==> src/rtl/cnn_layer_accel_pkg.sv <==
// Shared types for the CNN layer accelerator core-domain control blocks.
// Reset sequencer state and error encodings live here.
package cnn_layer_accel_pkg;

  typedef enum logic [2:0] {
    ST_RESET_HOLD,
    ST_INIT_REQ,
    ST_INIT_WAIT,
    ST_READY,
    ST_ERROR
  } rst_seq_state_t;

  typedef enum logic [1:0] {
    ERR_NONE,
    ERR_INIT,
    ERR_TIMEOUT
  } rst_seq_err_t;

  function automatic int cnt_w(input int n);
    return (n <= 2) ? 1 : $clog2(n);
  endfunction

endpackage

==> src/rtl/cnn_layer_accel_rst_sequencer.sv <==
// Core-domain reset/init sequencer: stretches core_rst, runs the
// one-shot init handshake and reports ready or error.
module cnn_layer_accel_rst_sequencer
  import cnn_layer_accel_pkg::*;
#(
  parameter int RST_HOLD_CYCLES = 16,
  parameter int INIT_TIMEOUT    = 1024,
  parameter int RST_CNT_W       = 8
) (
  input  logic                 clk_core,
  input  logic                 rst,
  input  logic                 sw_rst_req,
  input  logic                 init_done,
  input  logic                 init_err,
  input  logic                 err_clr,
  output logic                 core_rst,
  output logic                 init_start,
  output logic                 ready,
  output logic                 busy,
  output logic [1:0]           err_code,
  output logic [RST_CNT_W-1:0] rst_count
);

  localparam int HW = cnt_w(RST_HOLD_CYCLES);
  localparam int TW = cnt_w(INIT_TIMEOUT);
  localparam logic [HW-1:0] HOLD_LAST = HW'(RST_HOLD_CYCLES - 1);
  localparam logic [TW-1:0] TMO_LAST  = TW'(INIT_TIMEOUT - 1);

  rst_seq_state_t       state_q, state_d;
  rst_seq_err_t         err_q, err_d;
  logic [HW-1:0]        hold_q, hold_d;
  logic [TW-1:0]        tmo_q, tmo_d;
  logic [RST_CNT_W-1:0] cnt_q, cnt_d;
  logic                 core_rst_q;
  logic                 init_start_q;
  logic                 ready_q;
  logic                 busy_q;

  always_comb begin
    state_d = state_q;
    err_d   = err_q;
    hold_d  = hold_q;
    tmo_d   = tmo_q;
    cnt_d   = cnt_q;
    // Soft reset overrides every other transition.
    if (sw_rst_req) begin
      state_d = ST_RESET_HOLD;
      hold_d  = '0;
      err_d   = ERR_NONE;
      cnt_d   = (&cnt_q) ? cnt_q : cnt_q + 1'b1;
    end else begin
      unique case (state_q)
        ST_RESET_HOLD: begin
          if (hold_q == HOLD_LAST) begin
            state_d = ST_INIT_REQ;
            hold_d  = '0;
          end else begin
            hold_d = hold_q + 1'b1;
          end
        end
        ST_INIT_REQ: begin
          state_d = ST_INIT_WAIT;
          tmo_d   = '0;
        end
        ST_INIT_WAIT: begin
          tmo_d = tmo_q + 1'b1;
          if (init_err) begin
            state_d = ST_ERROR;
            err_d   = ERR_INIT;
          end else if (tmo_q == TMO_LAST) begin
            state_d = ST_ERROR;
            err_d   = ERR_TIMEOUT;
          end else if (init_done) begin
            state_d = ST_READY;
          end
        end
        ST_READY: ;
        ST_ERROR: begin
          if (err_clr) begin
            state_d = ST_RESET_HOLD;
            hold_d  = '0;
            err_d   = ERR_NONE;
          end
        end
        default: begin
          state_d = ST_RESET_HOLD;
          hold_d  = '0;
          err_d   = ERR_NONE;
        end
      endcase
    end
  end

  always_ff @(posedge clk_core) begin
    if (rst) begin
      state_q      <= ST_RESET_HOLD;
      err_q        <= ERR_NONE;
      hold_q       <= '0;
      tmo_q        <= '0;
      cnt_q        <= '0;
      core_rst_q   <= 1'b1;
      init_start_q <= 1'b0;
      ready_q      <= 1'b0;
      busy_q       <= 1'b1;
    end else begin
      state_q      <= state_d;
      err_q        <= err_d;
      hold_q       <= hold_d;
      tmo_q        <= tmo_d;
      cnt_q        <= cnt_d;
      core_rst_q   <= (state_d == ST_RESET_HOLD);
      init_start_q <= (state_d == ST_INIT_REQ);
      ready_q      <= (state_d == ST_READY);
      busy_q       <= (state_d == ST_RESET_HOLD) ||
                      (state_d == ST_INIT_REQ) ||
                      (state_d == ST_INIT_WAIT);
    end
  end

  assign core_rst   = core_rst_q;
  assign init_start = init_start_q;
  assign ready      = ready_q;
  assign busy       = busy_q;
  assign err_code   = err_q;
  assign rst_count  = cnt_q;

endmodule

==> config.mk <==
export PLATFORM = sky130hd
export DESIGN_NAME = cnn_layer_accel_rst_sequencer
export DESIGN_NICKNAME = d
export VERILOG_FILES = /design/src/rtl/cnn_layer_accel_pkg.sv /design/src/rtl/cnn_layer_accel_rst_sequencer.sv
export SDC_FILE = /design/constraint.sdc
export NUM_CORES = 1
export LEC_CHECK = 0
export CORE_MARGIN = 2
export CORE_UTILIZATION = 45
export DETAILED_ROUTE_END_ITERATION = 8
export GPL_ROUTABILITY_DRIVEN = 0
export GPL_TIMING_DRIVEN = 0
export HOLD_SLACK_MARGIN = 0.05
export PLACE_DENSITY = 0.7
export SLEW_MARGIN = 20
export SYNTH_ARGS = -nofsm -noshare
export SYNTH_HDL_FRONTEND = slang
export SYNTH_SLANG_ARGS = --single-unit
export TNS_END_PERCENT = 100
==> constraint.sdc <==
create_clock -name clk_core -period 1.72 [get_ports clk_core]
set_input_delay 0.344 -clock clk_core [delete_from_list [all_inputs] [get_ports clk_core]]
set_output_delay 0.344 -clock clk_core [all_outputs]
set_load 0.01 [all_outputs]
==> impl_results.md, run 1 <==
* Outcome: complete, no violations
* First-pass GRT wire length at approximately 5900 um
* Pwr Total at between 1 and 1.5 mW
* Leak at between 0.6 and 0.7 nW
* Delay-heaviest family, CP: buffers and inverters
* Initial antenna violation count at 0
* Die footprint at just under 4000 um^2
* DRT antenna net count at 0
* Hold_buf cts at 0
* Port bufs at 18
* H-tree lvl count at 2
* Fmax at approximately 600 MHz
* Site Rows at 21
* Slew HR at 0.702
* Hpwl dp at roughly 2400 um
* Setup crit start kind: flop
* Sequential element share of the synthesized area at 0.404
* Vias after detailed routing at 1,398
* CP arrival at between 1 and 1.5 ns
* # fillers at 335
* Clock root buffer: clkbuf_4
* Synthesis Warnings at 0
* Crit path buf inv count at 1
* Yosys top cell area share at 0.404
* Worst slack, placed at -0.252 ns
* Initial core utilization at 0.464
* Wire per inst at approximately 13 um
* Area contributors post-synth: dfxtp_1 (40%), xor2_1 (4.6%), nor2_1 (4.4%)
* Final min period at 1.65 ns
* CTS buffer count at 5
* RSZ-0062 raised after global routing: false
* Max rail drop VDD at approximately 340 uV
* Gr ovfl total at 0
* Layout Skew at around 0.0071 ns
* Most used flip-flop cell after synthesis: dfxtp_1
* Drt first pass iters at 4
* Post-CTS Setup Repair Bufs at 0
* Syn Nets at 189
* CP cell instances: clkdlybuf4s50_1
* Starting DRT DRC Count at 60
* Finish-stage setup viols at 0
* Clock Latency Late Sink at approximately 0.33 ns
* Layout area overhead at 19.8%
* Layout cells sized above 1 at 0.112
* Slowest CP cell: clkdlybuf4s50_1
* Tot GR Track Use at 0.188
* WS Path Type: flop to output pin
* Non-Filler Instances at between 200 and 300
* Avg Inst Size Synth at ~8.5 um^2
* Clk sink count at 31
* FFs w/ async S/R, synth at 0
* Placed cell count at 244
* Power Density at roughly 670 nW/um^2
* CP required at 1.38 ns
* Post-synth top area cell: dfxtp_1
* Cts repair resizes at 0
* Max Buffers Root-to-Sink at 2
* Drt total wl at 3280 um
* Final #Nets at roughly 210
* Final worst path period share at 0.960
* Setup ws final at 0.0689 ns
* CP endpoint kind: output pin
* Max stage delay on crit path at 0.57 ns
* Syn Inst Count at 180
* Post-Route Utilization at 0.556
* Remaining DRCs at 0
* Worst-margin pin slew at ~0.45 ns
* Post-synth EDFFs at 0
* Clock transition at path regs at approximately 0.090 ns
* Core box area at around 3300 um^2
* # Max-Cap Violations at 0
* CTS tree: built
* Final hold viol count at 0
* I/O Pins at 20
* Vias in the first global route at ~1,400
* Largest net degree at the start of global routing at 11
* Cell area after synthesis at between 1500 and 2000 um^2
* FF+latch count, synth at 31
* Max FO, Critical Path at 5
* Vias/cell at around 5.6
* Antenna cell count at 0
* Fin. max-slew vios at 0
* Chip Height at about 62 um
* Hold Path Class: flop to flop
* Yosys cell types at 43
* Width of the die at between 60 and 70 um
-- synth_stat cells (4+ instances only) --
cell type / n
buf_2: 4
nand2_1: 13
and2_1: 4
xor2_1: 8
nor3_1: 11
nand4_1: 7
inv_1: 5
nor2_1: 18
o21ai_0: 8
a21oi_1: 11
or3_1: 7
and3_1: 7
dfxtp_1: 31
nand3_1: 4
-- final timing paths --
kind	startpoint	endpoint	slack [ns]	cells after the start
worst max-delay path	rst_count[5]$_SDFFE_PP0P_	rst_count[5]	0.07	1
worst min-delay path	err_code[0]$_SDFFE_PP0P_	err_code[0]$_SDFFE_PP0P_	0.46	2
worst max register to register	state_q[1]$_SDFF_PP0_	tmo_q[8]$_SDFFE_PP0P_	0.19	4
worst min register to register	err_code[0]$_SDFFE_PP0P_	err_code[0]$_SDFFE_PP0P_	0.46	2
-- layout make-up --
type,count,area [um^2],share of cell area
clock inverter,1,5.00,0.00272
multi-input combinational,137,867,0.471
sequential,31,626,0.340
buffer,7,35.0,0.0190
inverter,5,18.8,0.0102
timing repair buffer,18,180,0.0979
clock buffer,6,51.3,0.0279
tap,46,57.6,0.0313
-- state kept, by name (all words and copies together), names as in the netlist --
| signal | cells |
|---|---|
| busy | 1 |
| core_rst | 1 |
| err_code | 2 |
| hold_q | 4 |
| init_start | 1 |
| ready | 1 |
| rst_count | 8 |
| state_q | 3 |
| tmo_q | 10 |
-- cell usage in the layout, fill, tap and decap left out, types with 2 or more instances in the layout --
cell type	n
a22o_1	2
buf_2	4
nor2b_1	2
nand2b_1	3
and4_1	2
clkbuf_4	5
nor2_1	18
nand4_1	7
o21ai_0	8
xor2_1	8
and2_1	4
nand3_2	2
dfxtp_1	27
inv_1	5
nand2_1	13
a2bb2oi_1	2
clkdlybuf4s50_1	18
mux2i_1	2
nor3_1	11
ha_1	3
o21ai_1	2
dfxtp_2	4
nand3_1	4
clkbuf_1	2
or3_1	7
a32oi_1	2
a21oi_1	11
and3_1	7
-- cells by family after synthesis --
kind of cell    share of synthesized area
simple gates                        0.311
flops                               0.404
fa+ha+maj                          0.0244
mux                                0.0130
buf+inv                            0.0350
compound gates                      0.156
xor+xnor                           0.0562
-- report_power, final --
| group | internal [mW] | switching [mW] | leakage [nW] |
|---|---|---|---|
| Clock | 0.189 | 0.231 | 0.0341 |
| Combinational | 0.0339 | 0.0389 | 0.387 |
| Sequential | 0.725 | 0.00836 | 0.252 |
-- metal layers --
layer | track usage | wire length [um]
met4 | 0.0861 | 69
met5 | 0 | 0
met1 | 0.224 | 1490
met3 | 0.0577 | 143
met2 | 0.309 | 1580
-- metrics by stage --
stage / hold WS [ns] / TNS, ns / cell area [um^2]
6_report: 0.459 / 0 / 1840
5_1_grt: 0.460 / 0 / 1840
4_1_cts: 0.444 / 0 / 1830
3_5_place_dp: 0.458 / -1.42 / 1770
3_3_place_gp: 0.438 / -1.19 / 1770
2_1_floorplan: 0.444 / 0 / 1540
Note: power is estimated with default switching activity, not from simulation.
==> run 2, diff against run 1 <==
- RECOVER_POWER: default -> 25
==> results of run 2 <==
The final DEF is identical to that of run 1; final timing and power are the same.
